**src/rtl/key_event_queue.sv**
```systemverilog
// Keyboard event FIFO: edge-detects decoder key presses, queues non-zero ASCII codes
// in a first-word-fall-through buffer and raises an interrupt while data is pending.
module key_event_queue #(
  parameter int          DEPTH  = 16,
  parameter int          ADDR_W = 4,
  parameter logic [3:0]  IRQ_ID = 4'd1
) (
  input  logic              clk,
  input  logic              reset_n,
  input  logic              key_pressed,
  input  logic [7:0]        key_code,
  input  logic              pop,
  output logic [7:0]        rd_data,
  output logic              empty,
  output logic              full,
  output logic [ADDR_W:0]   count,
  output logic              overflow,
  input  logic              clr_overflow,
  output logic [3:0]        irq_vector,
  input  logic              irq_done
);

  localparam logic [ADDR_W:0]   LP_DEPTH = (ADDR_W+1)'(DEPTH);
  localparam logic [ADDR_W:0]   LP_CNT1  = (ADDR_W+1)'(1);
  localparam logic [ADDR_W-1:0] LP_PTR1  = ADDR_W'(1);

  typedef enum logic {S_IDLE, S_PEND} irq_state_t;

  logic [7:0]        r_mem [DEPTH];
  logic [ADDR_W-1:0] r_wr_ptr;
  logic [ADDR_W-1:0] r_rd_ptr;
  logic [ADDR_W:0]   r_count;
  logic              r_empty;
  logic              r_full;
  logic              r_overflow;
  logic              r_key_dly;
  logic              r_ack_prev;
  irq_state_t        r_state;

  logic              w_press_evt;
  logic              w_pop_acc;
  logic              w_push_acc;
  logic              w_drop;
  logic [ADDR_W:0]   w_count_nxt;
  irq_state_t        w_state_nxt;

  assign w_press_evt = key_pressed & ~r_key_dly & (key_code != 8'h00);
  assign w_pop_acc   = pop & ~r_empty;
  // A full queue still accepts a press when the head is consumed in the same cycle.
  assign w_push_acc  = w_press_evt & (~r_full | w_pop_acc);
  assign w_drop      = w_press_evt & ~w_push_acc;

  always_comb begin
    w_count_nxt = r_count;
    if (w_push_acc && !w_pop_acc)
      w_count_nxt = r_count + LP_CNT1;
    else if (!w_push_acc && w_pop_acc)
      w_count_nxt = r_count - LP_CNT1;
  end

  always_ff @(posedge clk) begin
    if (w_push_acc)
      r_mem[r_wr_ptr] <= key_code;
  end

  always_ff @(posedge clk or negedge reset_n) begin
    if (!reset_n) begin
      r_wr_ptr   <= '0;
      r_rd_ptr   <= '0;
      r_count    <= '0;
      r_empty    <= 1'b1;
      r_full     <= 1'b0;
      r_overflow <= 1'b0;
      r_key_dly  <= 1'b0;
    end else begin
      r_key_dly <= key_pressed;
      if (w_push_acc)
        r_wr_ptr <= r_wr_ptr + LP_PTR1;
      if (w_pop_acc)
        r_rd_ptr <= r_rd_ptr + LP_PTR1;
      r_count <= w_count_nxt;
      r_empty <= (w_count_nxt == '0);
      r_full  <= (w_count_nxt == LP_DEPTH);
      if (w_drop)
        r_overflow <= 1'b1;
      else if (clr_overflow)
        r_overflow <= 1'b0;
    end
  end

  // Interrupt FSM; r_ack_prev enforces an idle cycle after an acknowledge before re-raising.
  always_ff @(posedge clk or negedge reset_n) begin
    if (!reset_n) begin
      r_state    <= S_IDLE;
      r_ack_prev <= 1'b0;
    end else begin
      r_state    <= w_state_nxt;
      r_ack_prev <= (r_state == S_PEND) & irq_done;
    end
  end

  always_comb begin
    w_state_nxt = r_state;
    case (r_state)
      S_IDLE: begin
        if (w_push_acc)
          w_state_nxt = S_PEND;
        else if (!r_empty && !irq_done && !r_ack_prev)
          w_state_nxt = S_PEND;
      end
      S_PEND: begin
        if (irq_done && !w_push_acc)
          w_state_nxt = S_IDLE;
      end
      default: w_state_nxt = S_IDLE;
    endcase
  end

  assign rd_data    = r_empty ? 8'h00 : r_mem[r_rd_ptr];
  assign empty      = r_empty;
  assign full       = r_full;
  assign count      = r_count;
  assign overflow   = r_overflow;
  assign irq_vector = (r_state == S_PEND) ? IRQ_ID : 4'd0;

endmodule

```
**config.mk**
```make
export PLATFORM = sky130hd
export DESIGN_NAME = key_event_queue
export DESIGN_NICKNAME = d
export VERILOG_FILES = /design/src/rtl/key_event_queue.sv
export SDC_FILE = /design/constraint.sdc
export NUM_CORES = 1
export LEC_CHECK = 0
export ABC_CLOCK_PERIOD_IN_PS = 2800
export BUFFER_PORTS_ARGS = -buffer_cell sky130_fd_sc_hd__buf_4
export CAP_MARGIN = 20
export CORE_AREA = 2 2 114 116
export DETAILED_ROUTE_END_ITERATION = 16
export DIE_AREA = 0 0 116 118
export PLACE_DENSITY = 0.67
export SLEW_MARGIN = 20
export SYNTH_ARGS = -nofsm -noshare
export SYNTH_HDL_FRONTEND = slang
export SYNTH_SLANG_ARGS = --single-unit
```
**constraint.sdc**
```tcl
create_clock -name clk -period 2.8 [get_ports clk]
set_clock_uncertainty 0.15 [all_clocks]
set_input_delay 0.56 -clock clk [delete_from_list [all_inputs] [get_ports clk]]
set_output_delay 0.56 -clock clk [all_outputs]
set_load 0.02 [all_outputs]
```
### After elaboration in Yosys (flattened, before gate mapping)

Memories as Yosys holds them, arrays and structs flattened.
Index checks and enable logic that the tools add are counted.

| storage, ports and cells | value |
|---|---|
| memories | 1 |
| bits of input ports | 14 |
| logic and storage cells | 52 |
| register bits after elaboration | 19 |
| output and inout port bits | 20 |
| memory bits (writable) | 128 |

| operators by class | value |
|---|---|
| reduce and logical (&&, ||, !) cells | 13 |
| muxes and demuxes | 12 |
| bitwise gates (word level) | 12 |
| eq/ne operators | 1 |
| add/subtract/negate cells | 4 |

Memories:

| name | words | width | rd ports | clocked after memory_dff | wr ports | line | source |
|---|---|---|---|---|---|---|---|
| r_mem | 16 | 8 | 1 | 0 | 1 | 29 | `logic [7:0] r_mem [DEPTH];` |

Operator list:

| operator | number |
|---|---|
| two-way mux 5 bit | 2 |
| adder 4 x 1 -> 4 bit, second input constant | 2 |
| two-way mux 1 bit | 8 |
| two-way mux 8 bit | 1 |
| nonzero test 8 bit | 1 |
| AND 1 bit | 6 |
| adder 5 x 1 -> 5 bit, second input constant | 1 |
| == test 5 bit, second input constant | 1 |
| logical AND 1 bit | 5 |
| zero test 1 bit | 5 |
| zero test 5 bit | 1 |
| NOT 1 bit | 5 |
| subtractor 5 x 1 -> 5 bit, second input constant | 1 |
| one-hot mux 1 bit (2 select lines) | 1 |
| nonzero test 2 bit | 1 |
| bitwise OR 1 bit | 1 |

### Depth between registers and ports, before layout

Gate-level depths: netlist of the first run.

| depth | value |
|---|---|
| depth in word-level cells | 9 |
| depth in mapped cells | 7 |
| gate-level depth less buffers | 6 |

### Worst setup path before layout of the first run

OpenSTA, ideal clock, no wires.

| path | value |
|---|---|
| kind | register to output |
| start | reg r_rd_ptr[0] |
| end | out rd_data[0] |
| cell stages (with the launch flop) | 6 |
| arrival | 1778 ps |
| path buffers | 2 |
| data required time | 2090 ps |
| setup slack | 312 ps |
| cells stage by stage | dfrtp_1 buf_6 buf_8 mux4_2 mux4_2 nor2b_1 |

| between the ends | value |
|---|---|
| word-level cells in the longest chain between the ends | 2 |

Ends and longest elaborated chain:

| item | line | source |
|---|---|---|
| from (decl) | 31 | `logic [ADDR_W-1:0] r_rd_ptr;` |
| from (signal assigned) | 80 | `r_rd_ptr <= r_rd_ptr + LP_PTR1;` |
| memory (16 x 8 bit) | n/a |  |
| two-way mux 8 bit | 119 | `assign rd_data = r_empty ? 8'h00 : r_mem[r_rd_ptr];` |
| to (decl) | 13 | `output logic [7:0] rd_data,` |

Every way passes these cells.

### Worst setup path in the final report of the first run

| path | value |
|---|---|
| start | reg r_rd_ptr[0] |
| end | out rd_data[1] |

The elaborated chain is that of the path after synthesis.

==> impl_results.md, run 1 <==
- Outcome: finished with violations
- Failing checks: setup timing
- Routed vias/inst: ~5.6
- Synth unique cells: 45
- Filler cells: between 900 and 1000
- Vias in the first global route: ~3200
- Place WS: slightly above 0.06 ns
- Die Ht: 118 um
- Post-synthesis sequential area ratio: 0.705
- HPWL after DPL: just under 8 mm
- Largest net degree at the start of global routing: 36
- Fmax: between 300 and 400 MHz
- Tcrit/Tclk final: 1.11
- Fin. max-slew vios: 0
- Max-cap viol count: 0
- Worst hold endpoint: r_key_dly
- Worst flop-to-flop path startpoint: r_key_dly
- P&R area growth vs syn: 18.8%
- GRT overflow: 0
- TritonCTS clock tree: built
- DP Cell Count: ~530
- Max Root-Sink Buffers: 2
- Floorplan row count: 41
- Ys async rst share: 0.129
- Critical path fanouts, max: 16
- Multi-input logic area: about 1600 sq um
- Slew headroom: 0.495
- FF/Latch Area: 4320 sq um
- Startpoint types: flop
- Synth Warn #: 0
- Layout Cells excl Fill: 563
- Final hold vios: 0
- Mean area per synthesized cell: 19.3 sq um
- Post-synth EDFFs: around 130
- CP required: 2.09 ns
- Period minus WS final: around 3.1 ns
- Capturing point of the worst reg2reg path: r_mem[5][5]
- Detailed-route DRC error count: 0
- CP arrival: 2.39 ns
- Core Util, Final: 0.587
- Leakage: 2.52 nW
- GRT Total Usage: 0.196
- DR pass1 iterations: 4
- Sinks on the clock net: approximately 150
- Power density over cell area: 1020 nW/um^2
- Peak VDD IR: about 0.44 mV
- Post-Syn Instances: 317
- CP Class: reg -> out
- Nets: 400
- FF+latch count, synth: between 100 and 150
- GP Congestion: between 0.8 and 0.9
- Worst R2R Path Depth: 5
- Top-Level Pins: 34
- First-pass GRT wire length: between 15 and 20 mm
- CP Capture Type: output pin
- CTS H-tree lvls: 4
- Routed len/inst: ~22 um
- Port bufs: 30
- Setup slack after layout: -0.301 ns
- Clock root cell: clkbuf_16
- Total number of vias: approximately 3100
- Unrepaired setup endpoints after global routing: true
- Antenna-violating nets left: 0
- Die area: between 10000 and 15000 sq um
- Hold Startpoint: key_pressed
- R2R setup slack: between 0.4 and 0.5 ns
- Worst-Margin Slew: about 0.75 ns
- Initial Util: 0.494
- CTS buffer count: 17
- Synthesized area: roughly 6100 sq um
- Worst-Skew Late Latency: between 0.4 and 0.5 ns
- HP Class: in -> reg
- Iteration-0 DRC Markers: 253
- Initial antenna violation count: 0
- Core Box Area: about 12000 sq um
- Number of diodes: 0
- Final setup fails: 8
- Worst hold stages: 1
- Synth Flop Type: edfxtp_1
- Layout cell share with drive strength beyond 1: 0.350
- Crit path launch: r_rd_ptr[0]
- Die X: roughly 120 um
- Clk slew on worst S/H paths: ~0.060 ns
- Routed WL: 12.5 mm
- Smallest hold slack: 0.120 ns
## cell families (layout without fill, tap and decap cells)
group	count (synthesis)	in the layout	share of synthesized area
DFF	147	147	0.705
and+or+nand+nor	64	64	0.0618
muxes	41	41	0.153
buffers and inverters	28	100	0.0292
AOI/OAI and AO/OA	21	21	0.0249
xor gates and xnor gates	8	8	0.0114
adders and majority gates	7	7	0.0143
other	1	3	0.000612
## flip-flops by register name, summed over array words and instances (netlist names), 4 cells and up
name,count
r_wr_ptr,4
count,5
r_mem,128
r_rd_ptr,4
## synthesized netlist by cell type (2+ instances only)
cell type    n  share of area
edfxtp_1   128           0.63
mux4_2      33           0.12
dfrtp_1     18          0.073
nand2_1     12         0.0073
nor2_1      11         0.0067
and2_1      10          0.010
inv_1        9         0.0055
buf_4        8         0.0098
xnor2_1      8          0.011
ha_1         7          0.014
mux4_1       7          0.030
nor2b_1      6         0.0061
nor4_1       5         0.0051
clkbuf_1     4         0.0024
a21oi_1      3         0.0024
buf_8        3         0.0073
nand2b_1     3         0.0031
nor2b_4      3         0.0067
nor3_1       3         0.0024
nor3b_1      3         0.0037
o21ai_0      3         0.0024
o21ai_1      3         0.0024
buf_2        2         0.0016
nand4_1      2         0.0020
nor4_2       2         0.0041
o22ai_1      2         0.0020
## critical path, cell delays in order, from the launching register on
cell and delay [ns]:
dfrtp_2 0.44, buf_12 0.20, mux4_1 0.59, mux4_2 0.45
nor2b_1 0.14, buf_4 0.16
## per-stage QoR
stage	setup TNS, ns	cell area [sq um]	power, mW
after CTS	-2.34	7280	7.43
after detailed placement	0	6700	5.20
after global placement	0	6700	5.16
after floorplan	0	6140	4.49
final	-2.13	7280	7.41
after global routing	-2.76	7280	7.72
## report_power, final
part           total, mW  internal [mW]  leakage [nW]  switching [mW]
clock network       2.19           1.38         0.272           0.816
logic               2.41           1.27         0.867            1.14
registers           2.81           2.59          1.38           0.217
## layout make-up
class                   count  share of cell area
flip-flops and latches    147               0.593
well taps                 172              0.0295
inverters                   9             0.00464
multi-input cells         144               0.225
clock buffers              18              0.0589
clock inverters            13              0.0196
repair buffers             60              0.0689
## worst max path at each step
stage	end	slack, ns	cells past startpoint
global placement	r_mem[5][5]	0.11	6
finish	rd_data[1]	-0.30	5
CTS	rd_data[1]	-0.31	5
detailed placement	rd_data[3]	0.06	5
floorplan	rd_data[0]	0.31	5
global route	rd_data[1]	-0.37	5
## cells in the final DEF, fill, tap and decap left out, types with 4 or more instances in the layout
cell type / instances
and2_1: 10
buf_4: 53
clkbuf_16: 17
clkinv_1: 4
dfrtp_1: 17
edfxtp_1: 128
ha_1: 7
inv_1: 9
mux4_2: 39
nand2_1: 12
nor2_1: 11
nor2b_1: 6
nor4_2: 6
xnor2_1: 8
## metal layers
metal  global-route usage  up-vias  share of wire
li1                     -     1389              -
met4               0.0655        0          0.018
met2                0.290      115           0.48
met1                0.272     1627           0.44
met5                    0        -              0
met3               0.0700       17          0.065
## timing repair
| action | CTS | global route |
|---|---|---|
| endpoints found under the setup margin | 8 | 8 |
| gates resized for setup | 6 | 3 |
| endpoints found under the hold margin | 18 | 0 |
| hold buffers | 1 | 0 |
| buffers inserted | 2 | 0 |
Power figures use the tool's default switching activity.
==> run 2: changes to the inputs <==
Settings changed: CORE_AREA 2 2 114 116 to 2 2 124 126, DIE_AREA 0 0 116 118 to 0 0 126 128, PLACE_DENSITY 0.67 to not set.
==> run 2 against run 1 <==
Against the previous run: critical path type unchanged; count of clock-buffer cells in the layout unchanged; maximum frequency is 0.64% lower; clock power hardly changed; routed wire length increased by 3.7%; the flow still finishes with violations (setup timing); sequential power about the same; sequential share of layout area decreased by 1.0 points; utilization down 8.8 points; critical path depth did not move; via count barely moved; global-route usage down 2.4 points; sequential cell count is the same; first-iteration DRC count increased by 6.3%.
==> impl_results.md, run 2 (synthesis gave the netlist of run 1 again) <==
- Worst path buffer plus inverter count: 2
- Sinks on the clock net: around 150
- DP Cell Count: 548
- CP most frequent cell: mux4_2
- Detailed-route DRC error count: 0
- Die area: 16100 sq um
- Routed vias/inst: 5.38
- Nets: between 400 and 500
- Antenna-violating nets left: 0
- Crit path launch: r_rd_ptr[0]
- Worst R2R Path Depth: 6
- Vias in the first global route: 3242
- Startpoint types: flop
- Unrepaired setup endpoints after global routing: true
- Max reg flops: about 130
- Iteration-0 DRC Markers: 269
- DR pass1 iterations: 4
- Total number of vias: about 3200
- Initial antenna violation count: 0
- Setup slack after layout: -0.321 ns
- CP arrival: 2.41 ns
- Routed len/inst: approximately 22 um
- Die Ht: approximately 130 um
- Layout cell share with drive strength beyond 1: 0.360
- Top-Level Pins: 34
- CTS H-tree lvls: 4
- Slew headroom: 0.396
- Final setup fails: 8
- Die X: between 100 and 150 um
- Outcome: finished with violations
- GRT Total Usage: 0.172
- CTS buffer count: 17
- Hold Startpoint: key_pressed
- Tcrit/Tclk final: 1.11
- Worst path slowest cell: mux4_2
- Core Box Area: around 15000 sq um
- Worst hold stages: 1
- CP Class: reg -> out
- Port bufs: 30
- Number of diodes: 0
- P&R area growth vs syn: 21.0%
- Initial Util: 0.412
- Floorplan row count: 45
- Worst-Skew Late Latency: 0.42 ns
- Clock root cell: clkbuf_16
- TritonCTS clock tree: built
- Power density over cell area: 1020 nW/um^2
- Most frequent cells in the layout: 128 x edfxtp_1, 55 x buf_4, 35 x mux4_2
- Period minus WS final: roughly 3.1 ns
- HPWL after DPL: around 8.3 mm
- CP Capture Type: output pin
- CP delay by family, top: multiplexers
- Critical path fanouts, max: 13
- GRT overflow: 0
- Clk slew on worst S/H paths: around 0.06 ns
- Max Root-Sink Buffers: 2
- Core Util, Final: 0.499
- Place WS: around 0.065 ns
- Largest reg by FF count: r_mem
- Most common cell after layout, fill and taps aside: edfxtp_1
- Fin. max-slew vios: 0
- Worst-Margin Slew: between 0.9 and 1 ns
- Total power: around 7.6 mW
- HP Class: in -> reg
- Largest net degree at the start of global routing: 36
- Layout Cells excl Fill: roughly 600
- CP required: around 2.1 ns
- Critical Path Max Stage Delay: 0.53 ns
- Failing checks: setup timing
- Smallest hold slack: roughly 0.11 ns
- Max-cap viol count: 0
- Worst flop-to-flop path startpoint: r_key_dly
- Fmax: 320 MHz
- Final hold vios: 0
- Routed WL: around 13 mm
- GP Congestion: ~0.75
- Leakage: 2.59 nW
- Peak VDD IR: 0.447 mV
- Crit path cell chain: buf_12, mux4_2, mux4_2, nor2b_1, buf_4
- Crit path depth: 5
- First-pass GRT wire length: slightly below 20 mm
## run 2: cell count changes in the layout (fill, tap and decap cells not counted), sizes merged
cell | before | now
clkinv | 7 | 11
clkinvlp | 3 | 1
bufinv | 3 | 2
buf | 59 | 64
## run 2: path summary, 6_finish.rpt
path                               end  slack, ns
max in group asynchronous        empty       1.84
min in group asynchronous     count[0]       0.40
min reg2reg                 r_ack_prev       0.39
min                          r_key_dly       0.11
max                         rd_data[4]      -0.32
max reg2reg                r_mem[8][2]       0.43
## run 2: power by group
group | switching [mW] | internal, mW | leakage, nW
registers | 0.220 | 2.59 | 1.38
logic | 1.21 | 1.39 | 0.929
clock network | 0.853 | 1.30 | 0.281
total | 2.28 | 5.29 | 2.59
## run 2: repair_timing
action / CTS / global route
setup buffers: 2 / 0
resized for setup: 6 / 3
endpoints found under the setup margin: 8 / 8
cloned: 2 / 0
hold buffers: 1 / 0
endpoints found under the hold margin: 18 / 0
## run 2: worst reg2reg max path, delay by kind of cell, from the launching register on
family | cells | cell delay [ns]
buffers and inverters | 1 | 0.15
AO/OA/AOI/OAI | 1 | 0.14
AND/OR/NAND/NOR | 4 | 1.21
flip-flops | 1 | 0.35
## run 2: area by class of cell
class,count,area (sq um)
well taps,188,235
flip-flops and latches,147,4320
inverters,9,33.8
clock inverters,14,140
repair buffers,65,592
fillers,1256,7450
multi-input cells,144,1660
clock buffers,18,429
## run 2: layer usage
layer | part of all wire | track usage | up-vias
li1 | - | - | 1398
met1 | 0.46 | 0.237 | 1662
met2 | 0.49 | 0.269 | 68
met3 | 0.028 | 0.0438 | 22
met4 | 0.019 | 0.0614 | 0
met5 | 0 | 0 | -
## run 2: through the flow
stage | TNS, ns | instance area [sq um]
after global placement | 0 | 6740
after detailed placement | 0 | 6740
after global routing | -2.94 | 7410
after floorplan | 0 | 6140
final | -2.40 | 7410
after CTS | -2.66 | 7400
==> run 3: changes to the inputs <==
Settings changed: CTS_BUF_LIST set to sky130_fd_sc_hd__clkbuf_8.
==> run 3 against run 2 <==
Against the previous run: the run still ends with setup timing left; utilization shrank 1.3 points; routed wire length shrank 0.59%; critical path depth is the same; sequential cell count is the same; worst setup slack lost 0.037 ns; die area is the same; sequential share of layout area grew 1.5 points; non-clock buffer count is the same; global-route usage is essentially flat; clock power shrank 28%; cell count is the same; maximum frequency shrank 1.2%; critical endpoint unchanged; largest power group unchanged.
==> impl_results.md, run 3 (synthesis gave the netlist of run 1 again) <==
- Die area: about 16000 sq um
- Vias in the first global route: about 3200
- GP Congestion: between 0.7 and 0.8
- Critical path fanouts, max: 13
- Max reg flops: ~130
- Sinks on the clock net: between 100 and 150
- Final setup fails: 8
- Peak VDD IR: 0.298 mV
- TritonCTS clock tree: built
- Routed len/inst: roughly 22 um
- Switching pwr: around 2.2 mW
- Most common cell after layout, fill and taps aside: edfxtp_1
- Design area: between 7000 and 8000 sq um
- Layout Cells excl Fill: ~600
- Combinational Power Share: 0.372
- Leakage: about 2.5 nW
- Final hold vios: 0
- CTS H-tree lvls: 4
- Most frequent cells in the layout: 128 x edfxtp_1, 55 x buf_4, 35 x mux4_2
- Die X: approximately 130 um
- Fin. max-slew vios: 0
- Failing checks: setup timing
- Unrepaired setup endpoints after global routing: true
- Initial antenna violation count: 0
- Initial Util: 0.412
- Seq pwr share: 0.404
- Multi-input logic area: ~1700 sq um
- Int Pwr: ~4.8 mW
- Largest reg by FF count: r_mem
- Tcrit/Tclk final: 1.13
- FF/Latch Area: around 4300 sq um
- Top-Level Pins: 34
- Number of diodes: 0
- P&R area growth vs syn: 17.8%
- Fmax: 317 MHz
- Routed WL: about 13 mm
- Worst hold stages: 1
- Port bufs: 30
- Clock share of power: 0.224
- Sw frac: 0.316
- CP Class: reg -> out
- Worst-Skew Late Latency: around 0.44 ns
- Placed inst area: roughly 6700 sq um
- DP Cell Count: between 500 and 600
- Max-cap viol count: 0
- HPWL after DPL: 8.34 mm
- Slew headroom: 0.399
- Layout cell share with drive strength beyond 1: 0.360
- Largest net degree at the start of global routing: 36
- Startpoint types: flop
- Setup slack after layout: -0.357 ns
- First-pass GRT wire length: 19.9 mm
- Detailed-route DRC error count: 0
- Max Root-Sink Buffers: 2
- Die Ht: 128 um
- Power density over cell area: 963 nW/um^2
- Worst-Margin Slew: between 0.8 and 0.9 ns
- Total number of vias: between 3000 and 4000
- DR pass1 iterations: 4
- Nets: a little over 400
- CTS buffer count: 17
- Clk slew on worst S/H paths: 0.08 ns
- Clock root cell: clkbuf_8
- HP Class: in -> reg
- CP Capture Type: output pin
- GRT Total Usage: 0.172
- Floorplan row count: 45
- CP required: approximately 2.1 ns
- Filler cells: roughly 1300
- Core Box Area: 14900 sq um
- GRT overflow: 0
- CP arrival: 2.45 ns
- Outcome: finished with violations
- Routed vias/inst: about 5.4
- Antenna-violating nets left: 0
- Worst R2R Path Depth: 6
- Iteration-0 DRC Markers: approximately 270
- Period minus WS final: 3.16 ns
## run 3: cell types whose count changed in the layout (fill, tap and decap cells not counted)
cell       change
clkbuf_1       -1
clkbuf_16     -17
clkbuf_8      +17
inv_1          +1
## run 3: final cells by class
class                      instances  area share
inverter                           9     0.00468
tap                              188      0.0326
clock buffer                      17      0.0324
multi-input combinational        144       0.230
sequential                       147       0.598
timing repair buffer              65      0.0819
clock inverter                    15      0.0199
## run 3: power by group through the flow
stage,clock network [mW],registers (mW),logic [mW]
after floorplan,0,2.78,1.71
after global placement,0,2.85,2.40
after detailed placement,0,2.85,2.42
after CTS,1.61,2.81,2.61
after global routing,1.70,2.84,2.78
final,1.56,2.81,2.59
## run 3: worst paths after layout
| path | to | slack [ns] | startpoint |
|---|---|---|---|
| setup / recovery | rd_data[4] | -0.36 | r_rd_ptr[0] |
| hold / removal | r_key_dly | 0.08 | key_pressed |
| setup reg to reg | r_mem[8][1] | 0.46 | r_key_dly |
| hold reg to reg | r_ack_prev | 0.39 | r_state |
| max in group asynchronous | empty | 1.88 | reset_n |
| min in group asynchronous | count[0] | 0.37 | reset_n |
## run 3: worst max-delay path, cell delays in order (launching register included)
cell and delay [ns]:
dfrtp_2 0.45, buf_12 0.19, mux4_2 0.54, mux4_2 0.50, nor2b_1 0.15, buf_4 0.16
## run 3: routing by layer
layer,track usage,wire [um]
met4,0.0588,165
met5,0,0
met3,0.0405,517
met1,0.239,5710
met2,0.270,6510
## run 3: repair_timing
action,4_1_cts,5_1_grt
setup buffers,2,0
hold buffers,1,0
resized for setup,6,3
endpoints found under the hold margin,18,0
setup endpoints to repair,8,8
pin swaps,0,0
cloned,2,0
## run 3: stage by stage
step	util	hold WS (ns)	TNS, ns	power, mW	worst slack, ns
floorplan	-	0.114	0	4.49	0.312
global placement	0.454	0.293	0	5.24	0.0690
detailed placement	0.454	0.297	0	5.27	0.0655
CTS	0.485	0.0509	-3.01	7.03	-0.412
global route	0.486	0.0467	-3.30	7.33	-0.436
finish	0.486	0.0817	-2.65	6.96	-0.357
